[src/rtl/regfile_dumper_if.sv]
// Valid/ready beat stream from the register-file dumper to the debug/trace sink.
// The dumper drives the master side; the sink drives the slave side.
interface regfile_dumper_if #(
  parameter int N = 64
);
  logic         out_valid;
  logic         out_ready;
  logic [N-1:0] out_data;
  logic [5:0]   out_idx;

  modport master (output out_valid, output out_data, output out_idx, input out_ready);
  modport slave  (input out_valid, input out_data, input out_idx, output out_ready);
endinterface

[src/rtl/regfile_dumper.sv]
// Walks all 32 registers two at a time over the regfile read ports and streams them out.
// Define DUMPER_CSUM_EN to append an XOR checksum beat (idx 32) after register 31.
module regfile_dumper #(
  parameter int N = 64
) (
  input  logic                    clk,
  input  logic                    reset,
  input  logic                    start,
  output logic [4:0]              ra1,
  output logic [4:0]              ra2,
  input  logic [N-1:0]            rd1,
  input  logic [N-1:0]            rd2,
  regfile_dumper_if.master        stream,
  output logic                    busy,
  output logic                    done
);

`ifdef DUMPER_CSUM_EN
  typedef enum logic [2:0] {IDLE, FETCH, SEND_LO, SEND_HI, CSUM, FINISH} state_t;
`else
  typedef enum logic [2:0] {IDLE, FETCH, SEND_LO, SEND_HI, FINISH} state_t;
`endif

  state_t       state_reg, state_next;
  logic [3:0]   pair_reg, pair_next;
  logic [N-1:0] buf_lo_reg, buf_hi_reg;
  logic         valid;
  logic [N-1:0] data;
  logic [5:0]   idx;

`ifdef DUMPER_CSUM_EN
  logic [N-1:0] csum_reg;
`endif

  always_ff @(posedge clk) begin
    if (reset) begin
      state_reg  <= IDLE;
      pair_reg   <= '0;
      buf_lo_reg <= '0;
      buf_hi_reg <= '0;
    end else begin
      state_reg <= state_next;
      pair_reg  <= pair_next;
      // Each pair is a snapshot of the regfile taken in its single FETCH cycle.
      if (state_reg == FETCH) begin
        buf_lo_reg <= rd1;
        buf_hi_reg <= rd2;
      end
    end
  end

`ifdef DUMPER_CSUM_EN
  always_ff @(posedge clk) begin
    if (reset) begin
      csum_reg <= '0;
    end else if (state_reg == IDLE && start) begin
      csum_reg <= '0;
    end else if (state_reg == FETCH) begin
      csum_reg <= csum_reg ^ rd1 ^ rd2;
    end
  end
`endif

  always_comb begin
    state_next = state_reg;
    pair_next  = pair_reg;
    ra1        = '0;
    ra2        = '0;
    valid      = 1'b0;
    data       = '0;
    idx        = '0;
    busy       = 1'b1;
    done       = 1'b0;
    case (state_reg)
      IDLE: begin
        busy = 1'b0;
        if (start) begin
          state_next = FETCH;
          pair_next  = '0;
        end
      end
      FETCH: begin
        ra1        = {pair_reg, 1'b0};
        ra2        = {pair_reg, 1'b1};
        state_next = SEND_LO;
      end
      SEND_LO: begin
        valid = 1'b1;
        data  = buf_lo_reg;
        idx   = {1'b0, pair_reg, 1'b0};
        if (stream.out_ready) state_next = SEND_HI;
      end
      SEND_HI: begin
        valid = 1'b1;
        data  = buf_hi_reg;
        idx   = {1'b0, pair_reg, 1'b1};
        if (stream.out_ready) begin
          if (pair_reg != 4'd15) begin
            pair_next  = pair_reg + 4'd1;
            state_next = FETCH;
          end else begin
`ifdef DUMPER_CSUM_EN
            state_next = CSUM;
`else
            state_next = FINISH;
`endif
          end
        end
      end
`ifdef DUMPER_CSUM_EN
      CSUM: begin
        valid = 1'b1;
        data  = csum_reg;
        idx   = 6'd32;
        if (stream.out_ready) state_next = FINISH;
      end
`endif
      FINISH: begin
        busy       = 1'b0;
        done       = 1'b1;
        state_next = IDLE;
      end
      default: begin
        busy       = 1'b0;
        state_next = IDLE;
      end
    endcase
  end

  assign stream.out_valid = valid;
  assign stream.out_data  = data;
  assign stream.out_idx   = idx;

endmodule
[src/flat_wrapper.sv]
// flat-port wrapper written by rule: the top's interface ports become plain ports
module regfile_dumper_flat 
#(
  parameter int N = 64
)
  (clk, reset, start, ra1, ra2, rd1, rd2, busy, done, stream_out_valid, stream_out_data, stream_out_idx, stream_out_ready);
  regfile_dumper_if #(.N(N)) stream_i ();
  input  logic clk;
  input  logic reset;
  input  logic start;
  output logic [4:0] ra1;
  output logic [4:0] ra2;
  input  logic [N-1:0] rd1;
  input  logic [N-1:0] rd2;
  output logic busy;
  output logic done;
  output wire logic [$bits(stream_i.out_valid)-1:0] stream_out_valid;
  output wire logic [$bits(stream_i.out_data)-1:0] stream_out_data;
  output wire logic [$bits(stream_i.out_idx)-1:0] stream_out_idx;
  input wire logic [$bits(stream_i.out_ready)-1:0] stream_out_ready;
  assign stream_out_valid = stream_i.out_valid;
  assign stream_out_data = stream_i.out_data;
  assign stream_out_idx = stream_i.out_idx;
  assign stream_i.out_ready = stream_out_ready;
  regfile_dumper #(.N(N)) u_core (.clk(clk), .reset(reset), .start(start), .ra1(ra1), .ra2(ra2), .rd1(rd1), .rd2(rd2), .stream(stream_i), .busy(busy), .done(done));
endmodule
[config.mk]
export PLATFORM = sky130hd
export DESIGN_NAME = regfile_dumper_flat
export DESIGN_NICKNAME = d
export VERILOG_FILES = /design/src/rtl/regfile_dumper_if.sv /design/src/rtl/regfile_dumper.sv /design/src/flat_wrapper.sv
export SDC_FILE = /design/constraint.sdc
export NUM_CORES = 1
export LEC_CHECK = 0
export ABC_AREA = 0
export CORE_ASPECT_RATIO = 0.6
export CORE_MARGIN = 2
export CORE_UTILIZATION = 45
export CTS_CLUSTER_DIAMETER = 40
export CTS_CLUSTER_SIZE = 24
export DETAILED_ROUTE_END_ITERATION = 16
export GPL_TIMING_DRIVEN = 0
export PLACE_DENSITY = 0.82
export SLEW_MARGIN = 40
export SYNTH_ARGS = -nofsm -noshare
export SYNTH_HDL_FRONTEND = slang
export SYNTH_SLANG_ARGS = --single-unit
[constraint.sdc]
create_clock -name clk -period 2.2 [get_ports clk]
set_clock_uncertainty 0.1 [all_clocks]
set_input_delay 0.22 -clock clk [delete_from_list [all_inputs] [get_ports clk]]
set_output_delay 0.22 -clock clk [all_outputs]
set_load 0.01 [all_outputs]
* Yosys cells after proc, flatten, opt, wreduce, memory -nomap -nowiden
Cells that the tools add are included.
** Storage, ports and cells
- Register bits :: 135
- Input bits :: 132
- Word-level logic and storage cells :: 36
** Cells by class
- Mux-type cells :: 16
- Reduce and logical (&&, ||, !) cells :: 6
- $add $sub $neg :: 1
- Equality and inequality tests :: 9
** Operator list (count)
- $pmux W64 S2 :: 1
- $mux W3 :: 4
- $mux W4 :: 3
- $pmux W3 S4 :: 1
- $mux W5 :: 2
- $pmux W5 S2 :: 1
- $pmux W4 S2 :: 1
- $eq A3 B2 Y1 const B :: 2
- $ne A2 B2 Y1 const B :: 3
- $add A4 B1 Y4 const B :: 1
- $ne A4 B4 Y1 const B :: 1
- $reduce_and A4 Y1 :: 1
- $eq A3 B1 Y1 const B :: 1
- $eq A3 B3 Y1 const B :: 1
- $logic_not A3 Y1 :: 1
- $mux W1 :: 3
- $reduce_and A3 Y1 :: 1
- $reduce_or A3 Y1 :: 1
- $ne A2 B1 Y1 const B :: 1
- $reduce_bool A2 Y1 :: 1
- $reduce_or A2 Y1 :: 1

* Depth between registers and ports, before layout
Gate-level depths: netlist of the first run.
- Word-level depth :: 4
- Mapped depth :: 6

* Worst setup path after synthesis of the first run
No wires, ideal clock.
- Path kind :: flip-flop to output port
- Start point :: reg u_core.state_reg[2]
- End point :: out ra2[3]
- Cell stages (with the launch flop) :: 7
- Required time :: 1.880 ns
- Path buffers :: 3
- Arrival time :: 1.443 ns
- Slack :: 0.437 ns
- Cells stage by stage :: dfxtp_1 or3b_1 inv_2 buf_6 buf_6 and2_1 buf_4
** Between the ends
- Word-level cells in the longest chain between the ends :: 2
** Ends and longest elaborated chain
- start, declared :: line regfile_dumper.sv:24 : state_t state_reg, state_next;
- start signal, assigned :: line regfile_dumper.sv:42 : state_reg <= state_next;
- $eq A3 B1 Y1 :: line regfile_dumper.sv:74 : case (state_reg)
- $mux W5 :: line regfile_dumper.sv:74
- end, declared :: line flat_wrapper.sv:12 : output logic [4:0] ra2;
No other way between the ends.

* Worst setup path in the final report of the first run
- Start point :: reg u_core.state_reg[1]
- End point :: out ra2[3]
The elaborated chain is that of the path after synthesis.

==> run summary, run 1 <==
Diode count = 0
Max-Cap Viols = 0
Slew Limit Headroom = 0.608
Global route hottest layer = met2
Core area = 12,800 µm²
Buffers on Ports = 211
NetSw = 0.00174 W
Seq/Total Area, Yosys = 0.462
Hold Crit Class = primary input to flop
Clock buffer depth = 2
P_leak = 3.59 nW
Largest net degree at the start of global routing = 17
Die area = 14,000 µm²
Critical Path RT = 1.88 ns
Router iterations before antenna repair = 5
First-pass GRT wire length = 29.0 mm
Top cells by area, synth = dfxtp_1 (46%), nand2_1 (17%), mux2i_1 (11%)
Vias in the first global route = 5,721
GR Util met1 = 0.376
CP max FO = 9
Die X = 151 µm
Period minus WS final = 2.15 ns
Synth Cell Area = 5850 µm²
Final total power = 0.00692 W
Placed insts = 1,141
Share of cells above drive strength 1 = 0.0964
CP Launch Point = u_core.state_reg[1]
Post-synth top area share = 0.462
Die height = 92.3 µm
Pwr dens = 776 nW/µm²
Crit end category = output port
Clock power share = 0.451
GRT overflow = 0
Power Internal = 0.00518 W
Fraction of registers with async set/reset = 0
Routed WL = 18.6 mm
Antenna Nets Post-Route = 0
WL/cell = 15.8 µm
Tot GR Track Use = 0.267
Num CTS Buffers = 17
Area leader, netlist = dfxtp_1
Avg Cell Area, Syn = 7.71 µm²
Final setup margin = 0.0508 ns
Area Overhead vs Synth = 52.3%
Primary FF master, synth = dfxtp_1
CTS clk-pin slew, worst paths = 0.06 ns
Vias per Instance = 5.05
Startpoint types = flop
GR Layer Usage met3 = 0.0591
FF+latch count, synth = 135
Fmax = 465 MHz
Worst r2r src = u_core.state_reg[1]
Post-route insts no fill = 1,176
Synth warn = 0
CP Class = flop to output port
Skew-Pair Late Insertion Delay = 0.40 ns
Met2 usage = 0.411
Least-Margin Pin Slew = 0.587 ns
Final hold vios = 0
Startpoint of the lowest-slack hold path = rd2[35]
Clock Root Buffer = clkbuf_16
Setup violations, final = 0
Starting Density = 0.458
VDD IR max = 0.552 mV
Post-synth cell types = 28
Placer Congestion = 0.826
DR DRC count = 0
Htree depth = 4
Flop pwr share = 0.388
Initial antenna violation count = 0
DP HPWL = 13.4 mm
CTS sink cnt = 135
Reg2Reg Setup Slack = 0.45 ns
Crit path DAT = 1.83 ns
Final period util = 0.977
Comb pwr share = 0.161
Nets = 1,127
Starting DRT DRC Count = 238
# rows = 32
Status = complete, no violations
Top Ports = 215
Pre-CTS setup slack = -0.421 ns
Pins over their slew limit = 0
Switching Share = 0.251
Final design utilization = 0.698
CTS tree = yes
Cells after synthesis = 759
WHS = 0.260 ns
Vias post-DR = 5,936
Number of synthesized flops with an enable pin = 0
-- cells in the mapped netlist (2+ instances only) --
library cell and count:
a21oi_1 129, and2_1 10, and3_1 4, buf_1 2
buf_2 23, buf_4 6, buf_6 8, clkbuf_1 25
dfxtp_1 135, inv_2 2, mux2i_1 65, nand2_1 258
nand2b_1 5, nand3_1 2, nand4b_1 5, nor2_1 67
o211ai_1 2
-- logic make-up after synthesis --
group / Yosys count / synth area share
and+or+nand+nor: 357 / 0.246
DFF: 135 / 0.462
AOI/OAI and AO/OA: 134 / 0.117
buffers and inverters: 66 / 0.0614
muxes: 65 / 0.111
adders and majority gates: 1 / 0.00214
other: 1 / 0.000641
-- cells in the final DEF, fill, tap and decap left out, drive strengths merged, types with 2 or more instances in the layout --
master and count:
a21oi 129, and2 10, and3 4, buf 43
bufinv 5, clkbuf 44, clkdlybuf4s15 4, clkdlybuf4s50 138
clkinv 7, conb 2, dfxtp 135, dlygate4sd2 69
inv 2, mux2i 65, nand2 258, nand2b 5
nand3 2, nand4b 5, nor2 67, o211ai 2
-- critical path, cell delays in order (launching register included) --
cell	delay, ns
dfxtp_4	0.37
or3b_4	0.41
clkinv_4	0.07
buf_12	0.12
and2_4	0.14
buf_4	0.09
clkdlybuf4s15_2	0.21
-- power groups by stage --
stage | logic, W | registers (W) | clock network, W
4_1_cts | 0.00112 | 0.00268 | 0.00315
3_3_place_gp | 0.00106 | 0.00273 | 0
2_1_floorplan | 0.000586 | 0.00271 | 0
6_report | 0.00111 | 0.00268 | 0.00312
5_1_grt | 0.00122 | 0.00270 | 0.00326
3_5_place_dp | 0.00108 | 0.00273 | 0
-- repair_timing --
action / CTS / global route
cloned: 0 / 0
gates resized for setup: 129 / 4
setup buffers: 3 / 2
pin swaps: 1 / 1
hold buffers: 0 / 0
endpoints found under the setup margin: 76 / 6
-- layer usage --
layer | vias up | part of all wire
met2 | 193 | 0.43
met3 | 21 | 0.078
met5 | - | 0
met1 | 2781 | 0.48
met4 | 0 | 0.012
li1 | 2941 | -
-- final timing paths --
kind / endpoint / depth (start not counted)
max: ra2[3] / 6
min: u_core.buf_hi_reg[35] / 3
max reg2reg: u_core.buf_hi_reg[32] / 7
min reg2reg: u_core.buf_lo_reg[2] / 2
-- layout make-up --
type / instances / area [µm²]
flip-flops and latches: 135 / 2710
clock inverters: 12 / 200
repair buffers: 216 / 2070
plain buffers: 63 / 452
fillers: 1094 / 3860
multi-input cells: 559 / 2810
well taps: 170 / 213
inverters: 2 / 12.5
clock buffers: 19 / 443
-- stage by stage --
stage	area, µm²	setup TNS, ns
after global placement	8180	-20.43
after global routing	8910	-0.00412
after floorplan	5860	0
after detailed placement	8180	-18.68
final	8910	0
after CTS	8890	0
Power figures use the tool's default switching activity.
==> inputs of run 2 (changes only) <==
CORE_MARGIN = not set   (was 2)
==> run 2 against run 1 <==
Via count is 2.4% higher. Critical endpoint is now done. Clock-buffer cell count did not move. Clock power shrank 13%. Non-clock buffer count rose by 1. Sequential share of layout area increased by 0.26 points. Routed wire length up 3.9%. Die area is 3.5% lower. Critical path type unchanged.
==> run summary, run 2 (synthesis results as in run 1) <==
Buffers on Ports = 211
Met2 usage = 0.431
Final period util = 0.991
Commonest cells after routing, fill and taps aside = nand2_1 (258), clkdlybuf4s50_1 (138), dfxtp_1 (132), a21oi_1 (129), dlygate4sd2_1 (68)
Vias per Instance = 5.18
CTS sink cnt = 135
Clock Root Buffer = clkbuf_16
Starting Density = 0.473
Initial antenna violation count = 1
Largest net degree at the start of global routing = 17
GRT overflow = 0
Placed insts = 1,136
Period minus WS final = 2.18 ns
DP HPWL = 13.7 mm
Num CTS Buffers = 17
Tot GR Track Use = 0.287
Unrepaired setup endpoints after global routing = yes
Multi-input gate area = 2810 µm²
Clock buffer depth = 2
Fill cell count = 1,029
WL/cell = 16.5 µm
Post-route insts no fill = 1,173
CTS clk-pin slew, worst paths = 0.06 ns
GR Util met1 = 0.409
Routed WL = 19.3 mm
Nets = 1,128
Critical Path RT = 1.88 ns
Pre-CTS setup slack = -0.466 ns
Hold Crit Class = primary input to flop
Global route hottest layer = met2
CTS tree = yes
Top Ports = 215
Pwr dens = 740 nW/µm²
Htree depth = 4
Vias post-DR = 6,078
Antenna Nets Post-Route = 0
Final setup margin = 0.0189 ns
Setup violations, final = 0
Final total power = 0.00654 W
Final hold vios = 0
Skew-Pair Late Insertion Delay = 0.41 ns
Placer Congestion = 0.839
P_leak = 3.55 nW
Least-Margin Pin Slew = 0.636 ns
VDD IR max = 0.651 mV
Starting DRT DRC Count = 381
Vias in the first global route = 5,738
Max-Cap Viols = 0
Crit end category = output port
Core area = 12,400 µm²
Share of cells above drive strength 1 = 0.0942
Area Overhead vs Synth = 51.0%
Crit path DAT = 1.86 ns
Sequential Area = 2710 µm²
# rows = 31
Commonest non-fill, non-tap cell in the layout = nand2_1
Slew Limit Headroom = 0.576
Die area = 13,500 µm²
Fmax = 458 MHz
Router iterations before antenna repair = 5
GR Layer Usage met3 = 0.0631
Setup TNS = 0 ns
Diode count = 0
First-pass GRT wire length = 29.7 mm
Status = complete, no violations
Pins over their slew limit = 0
DR DRC count = 0
Die height = 90.3 µm
Die X = 149 µm
Startpoint types = flop
CP Class = flop to output port
CP max FO = 6
run 2: changes by cell type in the layout (fill, tap and decap cells not counted), sizes merged:
cell          previous run  this run
clkinvlp                 0         5
dlygate4sd2             69        68
inv                      2         6
buf                     43        44
clkinv                   7         3
dlymetal6s2s             0         1
bufinv                   5         1
run 2: per-stage QoR:
stage | area, µm² | utilization | hold slack (ns)
floorplan | 5860 | - | 0.256
global placement | 8180 | 0.661 | 0.342
detailed placement | 8180 | 0.661 | 0.346
CTS | 8820 | 0.713 | 0.246
global route | 8840 | 0.714 | 0.243
finish | 8840 | 0.714 | 0.249
run 2: path summary, 6_finish.rpt:
path | startpoint | to | cells after the start | slack (ns)
setup / recovery | u_core.state_reg[0] | done | 4 | 0.02
hold / removal | rd2[10] | u_core.buf_hi_reg[10] | 3 | 0.25
setup reg to reg | u_core.state_reg[0] | u_core.buf_hi_reg[0] | 5 | 0.47
hold reg to reg | u_core.buf_lo_reg[36] | u_core.buf_lo_reg[36] | 2 | 0.35
run 2: layer usage:
metal	vias to the layer above	share of wire
met5	-	0
met4	0	0.014
met3	23	0.070
met2	251	0.44
met1	2854	0.48
li1	2950	-
run 2: worst max-delay path, cell delays in order, from the launching register on:
cell             delay (ns)
dfxtp_2                0.33
clkbuf_8               0.16
nor2_1                 0.26
and2_1                 0.17
clkdlybuf4s50_1        0.53
run 2: where the power goes:
| part | internal (W) | switching (W) | leakage (nW) |
|---|---|---|---|
| registers | 0.00260 | 0.0000821 | 1.10 |
| clock network | 0.00159 | 0.00112 | 0.263 |
| logic | 0.000544 | 0.000592 | 2.19 |
| total | 0.00474 | 0.00180 | 3.55 |
run 2: layout make-up:
type,count,share of cell area
multi-input cells,559,0.318
flip-flops and latches,135,0.307
repair buffers,218,0.237
clock buffers,19,0.0501
plain buffers,62,0.0493
well taps,165,0.0234
clock inverters,13,0.0137
inverters,2,0.00142
run 2: timing repair:
| item | CTS | global route |
|---|---|---|
| hold buffers | 0 | 0 |
| buffers inserted | 5 | 2 |
| endpoints found under the setup margin | 80 | 13 |
| gates resized for setup | 123 | 6 |
| pin swaps | 1 | 0 |
==> variant 1: new RTL, config.mk and constraints of run 1 <==
`N` is set to 64 in 3 places; all go to 32.
--- a/src/rtl/regfile_dumper_if.sv
+++ b/src/rtl/regfile_dumper_if.sv
@@ -1,7 +1,7 @@
 // Valid/ready beat stream from the register-file dumper to the debug/trace sink.
 // The dumper drives the master side; the sink drives the slave side.
 interface regfile_dumper_if #(
-  parameter int N = 64
+  parameter int N = 32
 );
   logic         out_valid;
   logic         out_ready;
--- a/src/rtl/regfile_dumper.sv
+++ b/src/rtl/regfile_dumper.sv
@@ -1,7 +1,7 @@
 // Walks all 32 registers two at a time over the regfile read ports and streams them out.
 // Define DUMPER_CSUM_EN to append an XOR checksum beat (idx 32) after register 31.
 module regfile_dumper #(
-  parameter int N = 64
+  parameter int N = 32
 ) (
   input  logic                    clk,
   input  logic                    reset,
--- a/src/flat_wrapper.sv
+++ b/src/flat_wrapper.sv
@@ -1,7 +1,7 @@
 // flat-port wrapper written by rule: the top's interface ports become plain ports
 module regfile_dumper_flat 
 #(
-  parameter int N = 64
+  parameter int N = 32
 )
   (clk, reset, start, ra1, ra2, rd1, rd2, busy, done, stream_out_valid, stream_out_data, stream_out_idx, stream_out_ready);
   regfile_dumper_if #(.N(N)) stream_i ();
Interface: changed (resized rd1, rd2 and stream_out_data); port bits go from 215 to 119. The function was not compared with the original's and may differ.
==> variant 1 against run 1 <==
Cell area down 46%. Clock power decreased by 50%. Total power is 48% lower. Critical path depth unchanged. Sequential share of layout area fell by 1.1 points. Wire length shrank 48%. Sequential cell count decreased by 64. Non-clock buffer count shrank 126. Synthesized area is 46% lower. Utilization grew 1.9 points. Maximum frequency is 0.35% lower. Setup slack worse by 0.0076 ns. Critical path type unchanged. Critical endpoint is now stream_out_data[23]. Largest cell class unchanged.
==> variant 1: results <==
set metrics [dict create \
    run_status "finished, final reports clean" \
    place_ws_ns -0.1706 \
    final_nets 609 \
    slowest_delay_ns 0.54 \
    seq_area_frac_synth_pct 44.78 \
    crit_family "buffers and inverters" \
    port_buffers 115 \
    vdd_drop_max_mv 0.4763 \
    reg2reg_slack_ns 0.44 \
    clk_latency_ns 0.33 \
    yosys-top-cells-area "dfxtp_1, nand2_1, mux2i_1" \
    startpoint "u_core.state_reg[0]" \
    post-dp-hpwl_mm 6.903 \
    reg2reg_to "u_core.buf_hi_reg[18]" \
    gp_congestion 0.8985 \
    synth_common_cells "nand2_1, dfxtp_1, a21oi_1, nor2_1, mux2i_1" \
    grt_usage_pct 25.25 \
    drt_pass1_iterations 4 \
    grt_max_degree 13 \
    dr_total_vias 3322 \
    grt_pass1_vias 3171 \
    crit_fanout 10 \
    grt_pass1_wl_mm 15.61 \
    holdWs_ns 0.3320 \
    numCtsBuffers 9 \
    critical_path.slowest_cell "clkdlybuf4s50_1" \
    hold_end "u_core.buf_lo_reg[11]" \
    tightest_slew_ns 0.5555 \
    nFillCells 523 \
    drtIter0Drc 140 \
]
-- variant 1: stage by stage --
stage | cells | instance area (µm²) | power [mW]
final | 632 | 4848 | 3.581
after global routing | 632 | 4848 | 3.712
after CTS | 632 | 4820 | 3.575
after detailed placement | 615 | 4438 | 1.998
after global placement | 615 | 4438 | 1.982
after floorplan | 413 | 3178 | 1.734
-- variant 1: worst max-delay path by stage --
stage,depth (start not counted),endpoint,slack [ns]
finish,6,stream_out_data[23],0.04
global route,6,stream_out_data[23],-0.005
CTS,6,stream_out_data[3],-0.03
detailed placement,8,ra2[4],-0.17
global placement,8,ra2[4],-0.15
floorplan,7,ra2[3],0.44
-- variant 1: where the power goes --
part | switching [mW] | internal, mW
Clock | 0.540 | 1.02
Sequential | 0.0460 | 1.37
Combinational | 0.309 | 0.296
Total | 0.894 | 2.69
-- variant 1: final cells by class --
type,count,share of cell area (%)
repair buffers,118,24.10
well taps,87,2.245
plain buffers,35,5.161
flip-flops and latches,71,29.37
inverters,2,0.2065
clock inverters,5,1.677
clock buffers,11,5.006
multi-input cells,303,32.23
-- variant 1: what timing repair did --
action | CTS | global route
setup endpoints to repair | 48 | 28
gates resized for setup | 34 | 25
hold buffers | 0 | 0
buffers inserted | 3 | 0
-- variant 1: per-layer routing --
metal  part of all wire (%)  global-route usage [%]  up-vias
met5                      0                       0        -
met4                    1.0                   5.691        0
met3                    7.8                   5.541       12
met2                     46                   40.76      133
met1                     46                   34.81     1571
li1                       -                       -     1606
-- variant 1: logic make-up (layout without fill, tap and decap cells) --
group	after synthesis	in the layout	share of synthesized area, %
compound gates	70	70	11.43
fa+ha+maj	1	1	0.3941
mux	33	33	10.41
other cells	1	2	0.1181
buf+inv	39	171	6.504
simple gates	197	197	26.37
flops	71	71	44.78
==> variant 2: new RTL, flow settings as in run 1 <==
Made on the original files. Re-encode `state_t` (5 states) as one-hot, 5 bits wide.
--- a/src/rtl/regfile_dumper.sv
+++ b/src/rtl/regfile_dumper.sv
@@ -18,7 +18,7 @@
 `ifdef DUMPER_CSUM_EN
   typedef enum logic [2:0] {IDLE, FETCH, SEND_LO, SEND_HI, CSUM, FINISH} state_t;
 `else
-  typedef enum logic [2:0] {IDLE, FETCH, SEND_LO, SEND_HI, FINISH} state_t;
+  typedef enum logic [4:0] {IDLE = 5'b00001, FETCH = 5'b00010, SEND_LO = 5'b00100, SEND_HI = 5'b01000, FINISH = 5'b10000} state_t;
 `endif
 
   state_t       state_reg, state_next;
Behaviour: no difference found for any inputs over 4 cycles, from zero or initial values and one cycle with reset high; so few cycles prove little.
==> variant 2 against run 1 <==
The run now ends with setup timing left. Critical path depth grew 2. Hold slack lost 0.018 ns. Critical endpoint is now stream_out_data[23]. Sequential cell count grew 2. Cell area shrank 1.5%. Largest cell class is now flip-flops and latches. Non-clock buffer count grew 17. Setup slack lost 0.21 ns. Wire length grew 14%. Sequential share of layout area grew 0.89 points. Synthesized area shrank 4.4%. Global-route usage grew 4.5 points.
Power is not compared: it rests on default switching activity, and its combinational part moved more than twofold at a synthesized area within 25%.
==> variant 2: results <==
set metrics [dict create \
    gp_congestion 0.8734 \
    yosys-top-cells-area "dfxtp_1, nand2_1, a21oi_1" \
    synth_compound_area_share_pct 23.10 \
    n_clock_buffer 21 \
    run_status "complete, but fails checks" \
    crit_fanout 8 \
    wl_met3_mm 2.242 \
    cts-resized-gates 416 \
    netlist-cell-type-count 36 \
    reg2reg_to "u_core.buf_hi_reg[28]" \
    synth_common_cells "nand2_1, dfxtp_1, a21oi_1, a22o_1, clkbuf_1" \
    ff2ff_path_depth 9 \
    post-cts-setup-buffer-count 22 \
    seq_area_mm2 0.002750 \
    synth_xor_area_share_pct 0.3131 \
    seq_area_frac_synth_pct 49.02 \
    viasPerCell 5.412 \
    final-setup-viol-count 67 \
    cp-endpoint "stream_out_data[23]" \
    clock_area_share_pct 6.639 \
    drtIter0Drc 420 \
    rr_startpoint "u_core.state_reg[0]" \
    reg2reg_slack_ns 0.10 \
    slowest_delay_ns 0.31 \
    final_nets 1099 \
    inverters 6 \
    failed_checks "setup timing" \
    muxShareOfSynthArea_pct 0.1789 \
    critical_path.slowest_cell "dfxtp_2" \
    crit_arrival_ns 2.04 \
    drive_gt1_share_pct 20.12 \
    worst_slack_ns -0.1577 \
    wl_met2_mm 9.433 \
]
==> variant 2: cell count changes in the layout (fill, tap and decap cells not counted), sizes merged, moves of 7 or more <==
| cell | change |
|---|---|
| buf | +87 |
| dlygate4sd2 | -67 |
| a22o | +64 |
| mux2i | -64 |
| nor2 | -56 |
| clkbuf | +9 |
| and2 | -7 |
| clkdlybuf4s50 | -7 |
==> variant 2: worst min path at each step <==
stage                            end  cells past startpoint                   from
2_1_floorplan   u_core.buf_hi_reg[0]                      2                 rd2[0]
3_3_place_gp    u_core.buf_hi_reg[7]                      2   u_core.buf_hi_reg[7]
3_5_place_dp   u_core.buf_hi_reg[14]                      2  u_core.buf_hi_reg[14]
4_1_cts        u_core.buf_hi_reg[41]                      2                  reset
5_1_grt        u_core.buf_hi_reg[11]                      3                rd2[11]
6_report        u_core.buf_hi_reg[8]                      3                 rd2[8]
==> variant 2: cells by family after synthesis <==
kind of cell,after synthesis
multiplexers,1
buffers and inverters,71
AND/OR/NAND/NOR,298
adder cells (fa/ha/maj),1
flip-flops,137
XOR/XNOR,2
other,1
AO/OA/AOI/OAI,204
==> variant 2: through the flow <==
stage / hold slack, ns / utilization, % / total power, mW / cells / cell area, µm²
finish: 0.2420 / 72.57 / 5.985 / 1144 / 8782
global route: 0.2538 / 72.57 / 6.148 / 1144 / 8782
CTS: 0.2200 / 72.50 / 5.955 / 1147 / 8773
detailed placement: 0.3462 / 65.43 / 3.138 / 1092 / 7918
global placement: 0.3417 / 65.43 / 3.132 / 1092 / 7918
floorplan: 0.2560 / - / 2.821 / 716 / 5599
==> variant 2: metal layers <==
layer | up-vias | GRT usage, %
met4 | 0 | 9.048
met2 | 310 | 49.07
met5 | - | 0
li1 | 2902 | -
met1 | 2948 | 42.23
met3 | 31 | 8.485
